**src/rtl/assembler_sequencer_pkg.sv**
```systemverilog
// Shared types and character constants for the assembler sequencer.
package assembler_sequencer_pkg;

    // Which pass the downstream assembler is being fed.
    typedef enum logic [1:0] {
        ASM_IDLE            = 2'd0,
        PC_MAPPING          = 2'd1,
        INSTRUCTION_MAPPING = 2'd2
    } assembler_state_t;

    // A NUL byte ends a text line early.
    localparam logic [7:0] CHAR_EOL   = 8'h00;
    // A space is fed after every line so the last token is always closed.
    localparam logic [7:0] CHAR_DELIM = 8'h20;

endpackage

```
**src/rtl/assembler_sequencer_imem_writer.sv**
```systemverilog
// Captures assembled words and writes them to sequential instruction memory
// addresses, one cycle after capture, with a saturating word counter.
module imem_writer #(
    parameter int NUMBER_LINES = 256,
    parameter int LINE_W       = 8,
    parameter int CNT_W        = 9
) (
    input  logic              i_clk,
    input  logic              i_rst_n,
    input  logic              i_clear,
    input  logic              i_capture,
    input  logic [31:0]       i_instruction,
    output logic              o_we,
    output logic [LINE_W-1:0] o_addr,
    output logic [31:0]       o_data,
    output logic [CNT_W-1:0]  o_count
);

    logic              r_we;
    logic [LINE_W-1:0] r_addr;
    logic [31:0]       r_data;
    logic [CNT_W-1:0]  r_count;
    logic              w_room;

    // Once NUMBER_LINES words are stored, further captures are dropped.
    assign w_room = (r_count < CNT_W'(NUMBER_LINES));

    // Capture register and counter; the write strobe is a one-cycle pulse.
    always_ff @(posedge i_clk or negedge i_rst_n) begin
        if (!i_rst_n) begin
            r_we    <= 1'b0;
            r_addr  <= '0;
            r_data  <= '0;
            r_count <= '0;
        end else begin
            r_we <= 1'b0;
            if (i_clear) begin
                r_count <= '0;
            end else if (i_capture && w_room) begin
                r_we    <= 1'b1;
                r_addr  <= r_count[LINE_W-1:0];
                r_data  <= i_instruction;
                r_count <= r_count + CNT_W'(1);
            end
        end
    end

    assign o_we    = r_we;
    assign o_addr  = r_addr;
    assign o_data  = r_data;
    assign o_count = r_count;

endmodule

```
**src/rtl/assembler_sequencer.sv**
```systemverilog
// Two-pass assembler sequencer: streams line-organised text from a BRAM into
// the assembler one character at a time (label pass, then instruction pass)
// and stores every instruction emitted during the second pass.
//
// Interface semantics: there is no back-pressure anywhere. new_line and
// new_character are single-cycle valid pulses; incoming_character is only
// meaningful while new_character is high. asm_new_instruction is a
// single-cycle valid from the assembler with asm_instruction alongside it.
// imem_we is a single-cycle write valid carrying imem_addr/imem_data.
module assembler_sequencer
    import assembler_sequencer_pkg::*;
#(
    parameter  int CHAR_PER_LINE = 64,
    parameter  int NUMBER_LINES  = 256,
    parameter  int BRAM_LATENCY  = 2,
    parameter  int DRAIN_CYCLES  = 4,
    localparam int LINE_W        = $clog2(NUMBER_LINES),
    localparam int CHAR_W        = $clog2(CHAR_PER_LINE),
    localparam int CNT_W         = $clog2(NUMBER_LINES) + 1,
    localparam int ADDR_W        = $clog2(NUMBER_LINES * CHAR_PER_LINE)
) (
    input  logic              clk_in,
    input  logic              rst_in,
    input  logic              start_in,
    input  logic [CNT_W-1:0]  num_lines_in,
    output logic [ADDR_W-1:0] text_addr,
    input  logic [7:0]        text_data,
    output assembler_state_t  assembler_state,
    output logic              new_line,
    output logic              new_character,
    output logic [LINE_W-1:0] line_count,
    output logic [CHAR_W-1:0] char_count,
    output logic [7:0]        incoming_character,
    input  logic              asm_error,
    input  logic              asm_new_instruction,
    input  logic [31:0]       asm_instruction,
    output logic              imem_we,
    output logic [LINE_W-1:0] imem_addr,
    output logic [31:0]       imem_data,
    output logic              busy,
    output logic              done,
    output logic              error,
    output logic [LINE_W-1:0] error_line,
    output logic [CNT_W-1:0]  inst_count,
    output logic [3:0]        o_dbg_state
);

    localparam int WAIT_MAX = (BRAM_LATENCY > DRAIN_CYCLES) ? BRAM_LATENCY : DRAIN_CYCLES;
    localparam int WAIT_W   = $clog2(WAIT_MAX + 1);

    typedef enum logic [3:0] {
        S_IDLE       = 4'd0,
        S_LINE_START = 4'd1,
        S_FETCH      = 4'd2,
        S_WAIT_DATA  = 4'd3,
        S_EMIT       = 4'd4,
        S_EMIT_TERM  = 4'd5,
        S_DRAIN      = 4'd6,
        S_NEXT_LINE  = 4'd7,
        S_FINISH     = 4'd8,
        S_ERROR      = 4'd9
    } seq_state_t;

    seq_state_t       r_state,      w_state_nxt;
    logic [LINE_W-1:0] r_line,      w_line_nxt;
    logic [CHAR_W-1:0] r_char,      w_char_nxt;
    logic [WAIT_W-1:0] r_wait,      w_wait_nxt;
    logic [CNT_W-1:0]  r_num_lines, w_num_lines_nxt;
    logic              r_busy,      w_busy_nxt;
    logic              r_done,      w_done_nxt;
    logic              r_error,     w_error_nxt;
    logic [LINE_W-1:0] r_error_line, w_error_line_nxt;
    assembler_state_t  r_asm_state, w_asm_state_nxt;

    logic              w_clear;
    logic              w_err_take;
    logic              w_capture;
    logic              w_more_lines;
    logic [ADDR_W-1:0] w_text_addr;

    // Text address is always line*CHAR_PER_LINE + char of the current position.
    assign w_text_addr  = ADDR_W'(r_line) * ADDR_W'(CHAR_PER_LINE) + ADDR_W'(r_char);
    assign w_more_lines = (CNT_W'(r_line) + CNT_W'(1)) < r_num_lines;

    // FSM state register.
    always_ff @(posedge clk_in or negedge rst_in) begin
        if (!rst_in) begin
            r_state <= S_IDLE;
        end else begin
            r_state <= w_state_nxt;
        end
    end

    // Datapath registers that follow the FSM's next-value decisions.
    always_ff @(posedge clk_in or negedge rst_in) begin
        if (!rst_in) begin
            r_line       <= '0;
            r_char       <= '0;
            r_wait       <= '0;
            r_num_lines  <= '0;
            r_busy       <= 1'b0;
            r_done       <= 1'b0;
            r_error      <= 1'b0;
            r_error_line <= '0;
            r_asm_state  <= ASM_IDLE;
        end else begin
            r_line       <= w_line_nxt;
            r_char       <= w_char_nxt;
            r_wait       <= w_wait_nxt;
            r_num_lines  <= w_num_lines_nxt;
            r_busy       <= w_busy_nxt;
            r_done       <= w_done_nxt;
            r_error      <= w_error_nxt;
            r_error_line <= w_error_line_nxt;
            r_asm_state  <= w_asm_state_nxt;
        end
    end

    // Next-state, next-datapath values and the character/line pulses.
    always_comb begin
        w_state_nxt        = r_state;
        w_line_nxt         = r_line;
        w_char_nxt         = r_char;
        w_wait_nxt         = r_wait;
        w_num_lines_nxt    = r_num_lines;
        w_busy_nxt         = r_busy;
        w_done_nxt         = r_done;
        w_error_nxt        = r_error;
        w_error_line_nxt   = r_error_line;
        w_asm_state_nxt    = r_asm_state;
        w_clear            = 1'b0;
        w_err_take         = 1'b0;
        new_line           = 1'b0;
        new_character      = 1'b0;
        incoming_character = 8'h00;

        case (r_state)
            S_IDLE: begin
                if (start_in) begin
                    // Line count is clamped so the line counter cannot wrap.
                    w_num_lines_nxt = (num_lines_in > CNT_W'(NUMBER_LINES)) ?
                                      CNT_W'(NUMBER_LINES) : num_lines_in;
                    w_clear         = 1'b1;
                    w_done_nxt      = 1'b0;
                    w_error_nxt     = 1'b0;
                    w_busy_nxt      = 1'b1;
                    w_asm_state_nxt = PC_MAPPING;
                    w_line_nxt      = '0;
                    w_char_nxt      = '0;
                    w_state_nxt     = (num_lines_in == '0) ? S_FINISH : S_LINE_START;
                end
            end

            S_LINE_START: begin
                new_line    = 1'b1;
                w_char_nxt  = '0;
                w_state_nxt = S_FETCH;
            end

            S_FETCH: begin
                w_wait_nxt  = '0;
                w_state_nxt = S_WAIT_DATA;
            end

            S_WAIT_DATA: begin
                if (r_wait == WAIT_W'(BRAM_LATENCY - 1)) begin
                    w_state_nxt = S_EMIT;
                end else begin
                    w_wait_nxt = r_wait + WAIT_W'(1);
                end
            end

            S_EMIT: begin
                if (text_data == CHAR_EOL) begin
                    w_state_nxt = S_EMIT_TERM;
                end else begin
                    new_character      = 1'b1;
                    incoming_character = text_data;
                    // The last column ends the line without reading past it.
                    if (r_char == CHAR_W'(CHAR_PER_LINE - 1)) begin
                        w_state_nxt = S_EMIT_TERM;
                    end else begin
                        w_char_nxt  = r_char + CHAR_W'(1);
                        w_state_nxt = S_FETCH;
                    end
                end
            end

            S_EMIT_TERM: begin
                new_character      = 1'b1;
                incoming_character = CHAR_DELIM;
                w_wait_nxt         = '0;
                w_state_nxt        = S_DRAIN;
            end

            S_DRAIN: begin
                if (r_wait == WAIT_W'(DRAIN_CYCLES - 1)) begin
                    w_state_nxt = S_NEXT_LINE;
                end else begin
                    w_wait_nxt = r_wait + WAIT_W'(1);
                end
            end

            S_NEXT_LINE: begin
                if (w_more_lines) begin
                    w_line_nxt  = r_line + LINE_W'(1);
                    w_state_nxt = S_LINE_START;
                end else if (r_asm_state == PC_MAPPING) begin
                    w_line_nxt      = '0;
                    w_asm_state_nxt = INSTRUCTION_MAPPING;
                    w_state_nxt     = S_LINE_START;
                end else begin
                    w_state_nxt = S_FINISH;
                end
            end

            S_FINISH: begin
                w_asm_state_nxt = ASM_IDLE;
                w_busy_nxt      = 1'b0;
                w_done_nxt      = 1'b1;
                w_state_nxt     = S_IDLE;
            end

            S_ERROR: begin
                w_state_nxt = S_IDLE;
            end

            default: begin
                w_state_nxt = S_IDLE;
            end
        endcase

        // An assembler error aborts the run from any active state.
        if (asm_error && (r_state != S_IDLE) && (r_state != S_FINISH) &&
            (r_state != S_ERROR)) begin
            w_err_take       = 1'b1;
            w_error_line_nxt = r_line;
            w_busy_nxt       = 1'b0;
            w_error_nxt      = 1'b1;
            w_asm_state_nxt  = ASM_IDLE;
            w_state_nxt      = S_ERROR;
        end
    end

    // Only second-pass instructions are stored; an error in the same cycle wins.
    assign w_capture = (r_asm_state == INSTRUCTION_MAPPING) && asm_new_instruction && !w_err_take;

    imem_writer #(
        .NUMBER_LINES (NUMBER_LINES),
        .LINE_W       (LINE_W),
        .CNT_W        (CNT_W)
    ) u_imem_writer (
        .i_clk         (clk_in),
        .i_rst_n       (rst_in),
        .i_clear       (w_clear),
        .i_capture     (w_capture),
        .i_instruction (asm_instruction),
        .o_we          (imem_we),
        .o_addr        (imem_addr),
        .o_data        (imem_data),
        .o_count       (inst_count)
    );

    assign text_addr       = w_text_addr;
    assign assembler_state = r_asm_state;
    assign line_count      = r_line;
    assign char_count      = r_char;
    assign busy            = r_busy;
    assign done            = r_done;
    assign error           = r_error;
    assign error_line      = r_error_line;
    assign o_dbg_state     = r_state;

endmodule
```
**config.mk**
```make
export PLATFORM = sky130hd
export DESIGN_NAME = assembler_sequencer
export DESIGN_NICKNAME = d
export VERILOG_FILES = /design/src/rtl/assembler_sequencer_pkg.sv /design/src/rtl/assembler_sequencer_imem_writer.sv /design/src/rtl/assembler_sequencer.sv
export SDC_FILE = /design/constraint.sdc
export NUM_CORES = 1
export LEC_CHECK = 0
export BUFFER_PORTS_ARGS = -buffer_cell sky130_fd_sc_hd__buf_2
export CAP_MARGIN = 0
export CORE_MARGIN = 8
export CORE_UTILIZATION = 46
export DETAILED_ROUTE_END_ITERATION = 7
export PLACE_DENSITY = 0.87
export SLEW_MARGIN = 10
export SYNTH_ARGS = -nofsm -noshare
export SYNTH_HDL_FRONTEND = slang
export SYNTH_SLANG_ARGS = --single-unit
```
**constraint.sdc**
```tcl
create_clock -name clk_in -period 2.14 [get_ports clk_in]
set_input_delay 0 -clock clk_in [delete_from_list [all_inputs] [get_ports clk_in]]
set_output_delay 0 -clock clk_in [all_outputs]
set_load 0.01 [all_outputs]
```
==> results.cfg <==
[outcome]
status = finished with violations
violations = negative setup slack

[drt]
postRouteWirelength_um = 13400
via_count = 3965
dr.pass1.iters = 4
initialDrtViolationCount = 249
via_per_inst = 5.13
ant_nets = 0
drc_errors = 0
post_drt_wl_per_cell_um = 17.4

[critical_path]
crit_start = line_count[0]
cp.arrival_ps = 2670
reg2reg_from = line_count[0]
rrSetupSlack_ps = -270
worstPathMaxFanout = 8
worstPathRequired_ps = 2400
critical_path_class = flip-flop to flip-flop
start_kind = flip-flop
end_kind = flip-flop

[floorplanning]
dieArea_um2 = 13700
initial_core_util = 0.465
die_h_um = 117
core_area_um2 = 10100
pin_count = 159
row_count = 37
die_x_um = 117

[timing]
setup_viol = 12
fin_crit_ps = 2410
clock_skew_ps = 10.2
slew_violations = 0
relSlewSlack = 0.635
grt_setup_unrepaired = yes
fin_crit_sh = 1.13
worst-slew-pin-transition_ps = 547
fin_ws_ps = -269
tns_ps = -2580
finalHoldViolations = 0
fmax_ghz = 0.415

[yosys]
netlist_area_um2 = 4720
synth-edff-count = 0
seq_area_frac_synth = 0.493
synthTopCellsByCount = dfrtp_1, nor2_1, mux2_4, nand2_1, o21ai_0
synth_top_area_cell = dfrtp_1
ys_types = 53
syn_nets = 481
synthArstFlopShare = 1.00
ys_top_cells_by_area = dfrtp_1, mux2_4, ha_1
avgSynthCellArea_um2 = 11.4
yosys_warnings = 0
synth_top_area_frac = 0.493
synthCells = 413
synth-seq-cells = 93
ys.flop_type = dfrtp_1
yosys.cell_count.top_type = dfrtp_1

[place]
placed_cell_area_um2 = 5790
place.gp.congestion = 0.890
dp.final_hpwl_um = 8850
io_buffers = 158

[grt]
antenna_found_initial = 0
grt_pass1_vias = 4161
grt_max_degree = 52
grt_overflow = 0
grt_pass1_wl_um = 20400
grt_usage = 0.192

[clocking]
clk_pin_slew_ps = 90
cts_tree = yes
clock_path_buffers = 2
cts.sinks = 93
numCtsBuffers = 9
htreeDepth = 3
root_buffer = clkbuf_8
clkLatencyLatePin_ps = 360

[layout]
multi_input_area_um2 = 2290
seq_area_um2 = 2330
diodes = 0
final_net_count = 701
fillers = 743
design_area_um2 = 6570
drive_gt1_frac = 0.462
syn_to_final_growth_pct = 39.4

[flow_run]
maxCapViolCount = 0

[pwr]
power.density_nw_per_um2 = 726
vdd_drop_max_mv = 0.432
leakagePower_nw = 3.51

[hold_path]
worstHoldPathType = input port to flip-flop
hp-start = start_in
area by class of cell:
| cell class | instances | share of cell area |
|---|---|---|
| Sequential cell | 93 | 0.355 |
| Multi-Input combinational cell | 278 | 0.349 |
| Timing Repair Buffer | 237 | 0.233 |
| Tap cell | 136 | 0.0259 |
| Clock buffer | 11 | 0.0215 |
| Inverter | 14 | 0.00838 |
| Clock inverter | 4 | 0.00742 |
kinds of logic after synthesis:
logic type	Yosys count	share of synthesized area
DFF	93	0.493
muxes	50	0.150
xor gates and xnor gates	11	0.0204
and+or+nand+nor	139	0.155
AOI/OAI and AO/OA	64	0.0849
buffers and inverters	42	0.0589
adders and majority gates	14	0.0371
cells in the final DEF, fill, tap and decap left out, types with 3 or more instances in the layout:
cell / n
a21oi_1: 9
buf_2: 157
nor3_1: 5
dfrtp_2: 3
a21oi_2: 6
dfrtp_1: 90
a21o_1: 3
clkbuf_8: 10
nor2_2: 3
xnor2_1: 5
nor2_1: 36
dlygate4sd3_1: 43
nand3_1: 11
o21ai_0: 19
and2_1: 10
xor2_1: 5
mux2_4: 40
buf_12: 3
nand3b_1: 9
buf_4: 34
ha_1: 12
or4_1: 3
nand2_1: 27
a22o_1: 6
mux2_2: 8
and3_1: 3
inv_1: 12
worst paths after layout:
path | end | depth (start not counted)
max | line_count[0] | 11
min | char_count[0] | 4
max reg2reg | line_count[0] | 11
min reg2reg | r_num_lines[0] | 2
max in group asynchronous | line_count[1] | 3
min in group asynchronous | u_imem_writer.o_data[28] | 2
sequential cells by signal, indices dropped and copies added, names as in the netlist:
signal and cells:
done 1, r_num_lines 9, u_imem_writer.o_we 1, r_wait 3, u_imem_writer.o_addr 8, assembler_state 2, u_imem_writer.o_count 9, line_count 8
busy 1, error 1, u_imem_writer.o_data 32, char_count 6, error_line 8, o_dbg_state 4
what timing repair did:
item	in CTS	in global routing
pin swaps	9	11
gates cloned	0	0
gates resized for setup	19	15
buffers inserted	4	1
endpoints found under the setup margin	12	20
endpoints found under the hold margin	84	0
hold buffers	43	0
metal layers:
layer,up-vias,share of wire,global-route usage
met3,25,0.076,0.0441
li1,1863,-,-
met5,-,0,0
met2,149,0.50,0.342
met4,0,0.019,0.0776
met1,1928,0.40,0.218
where the power goes:
group | internal [mW] | leakage, nW | switching [mW] | total (mW)
Combinational | 0.656 | 2.14 | 0.946 | 1.60
Sequential | 1.93 | 1.27 | 0.0935 | 2.03
Clock | 0.564 | 0.0992 | 0.580 | 1.14
Total | 3.15 | 3.51 | 1.62 | 4.77
worst max-delay path, stage by stage (launching register included):
cell	delay [ps]
dfrtp_2	420
ha_4	170
nand3_4	110
buf_4	170
nor3_4	170
ha_1	290
nand4_1	170
nor2_2	50
a21oi_2	190
nand2_2	90
nor3b_4	190
mux2_4	280
through the flow:
step	hold slack [ps]	utilization	total power, mW	instances	worst slack [ps]
after floorplan	-296	-	2.96	413	-133
after global placement	9.20	0.571	3.42	712	-113
after detailed placement	20.6	0.571	3.49	712	-262
after CTS	83.8	0.641	4.74	772	-261
after global routing	145	0.648	5.08	773	-371
final	118	0.648	4.77	773	-269
(Power assumes the default switching activity.)
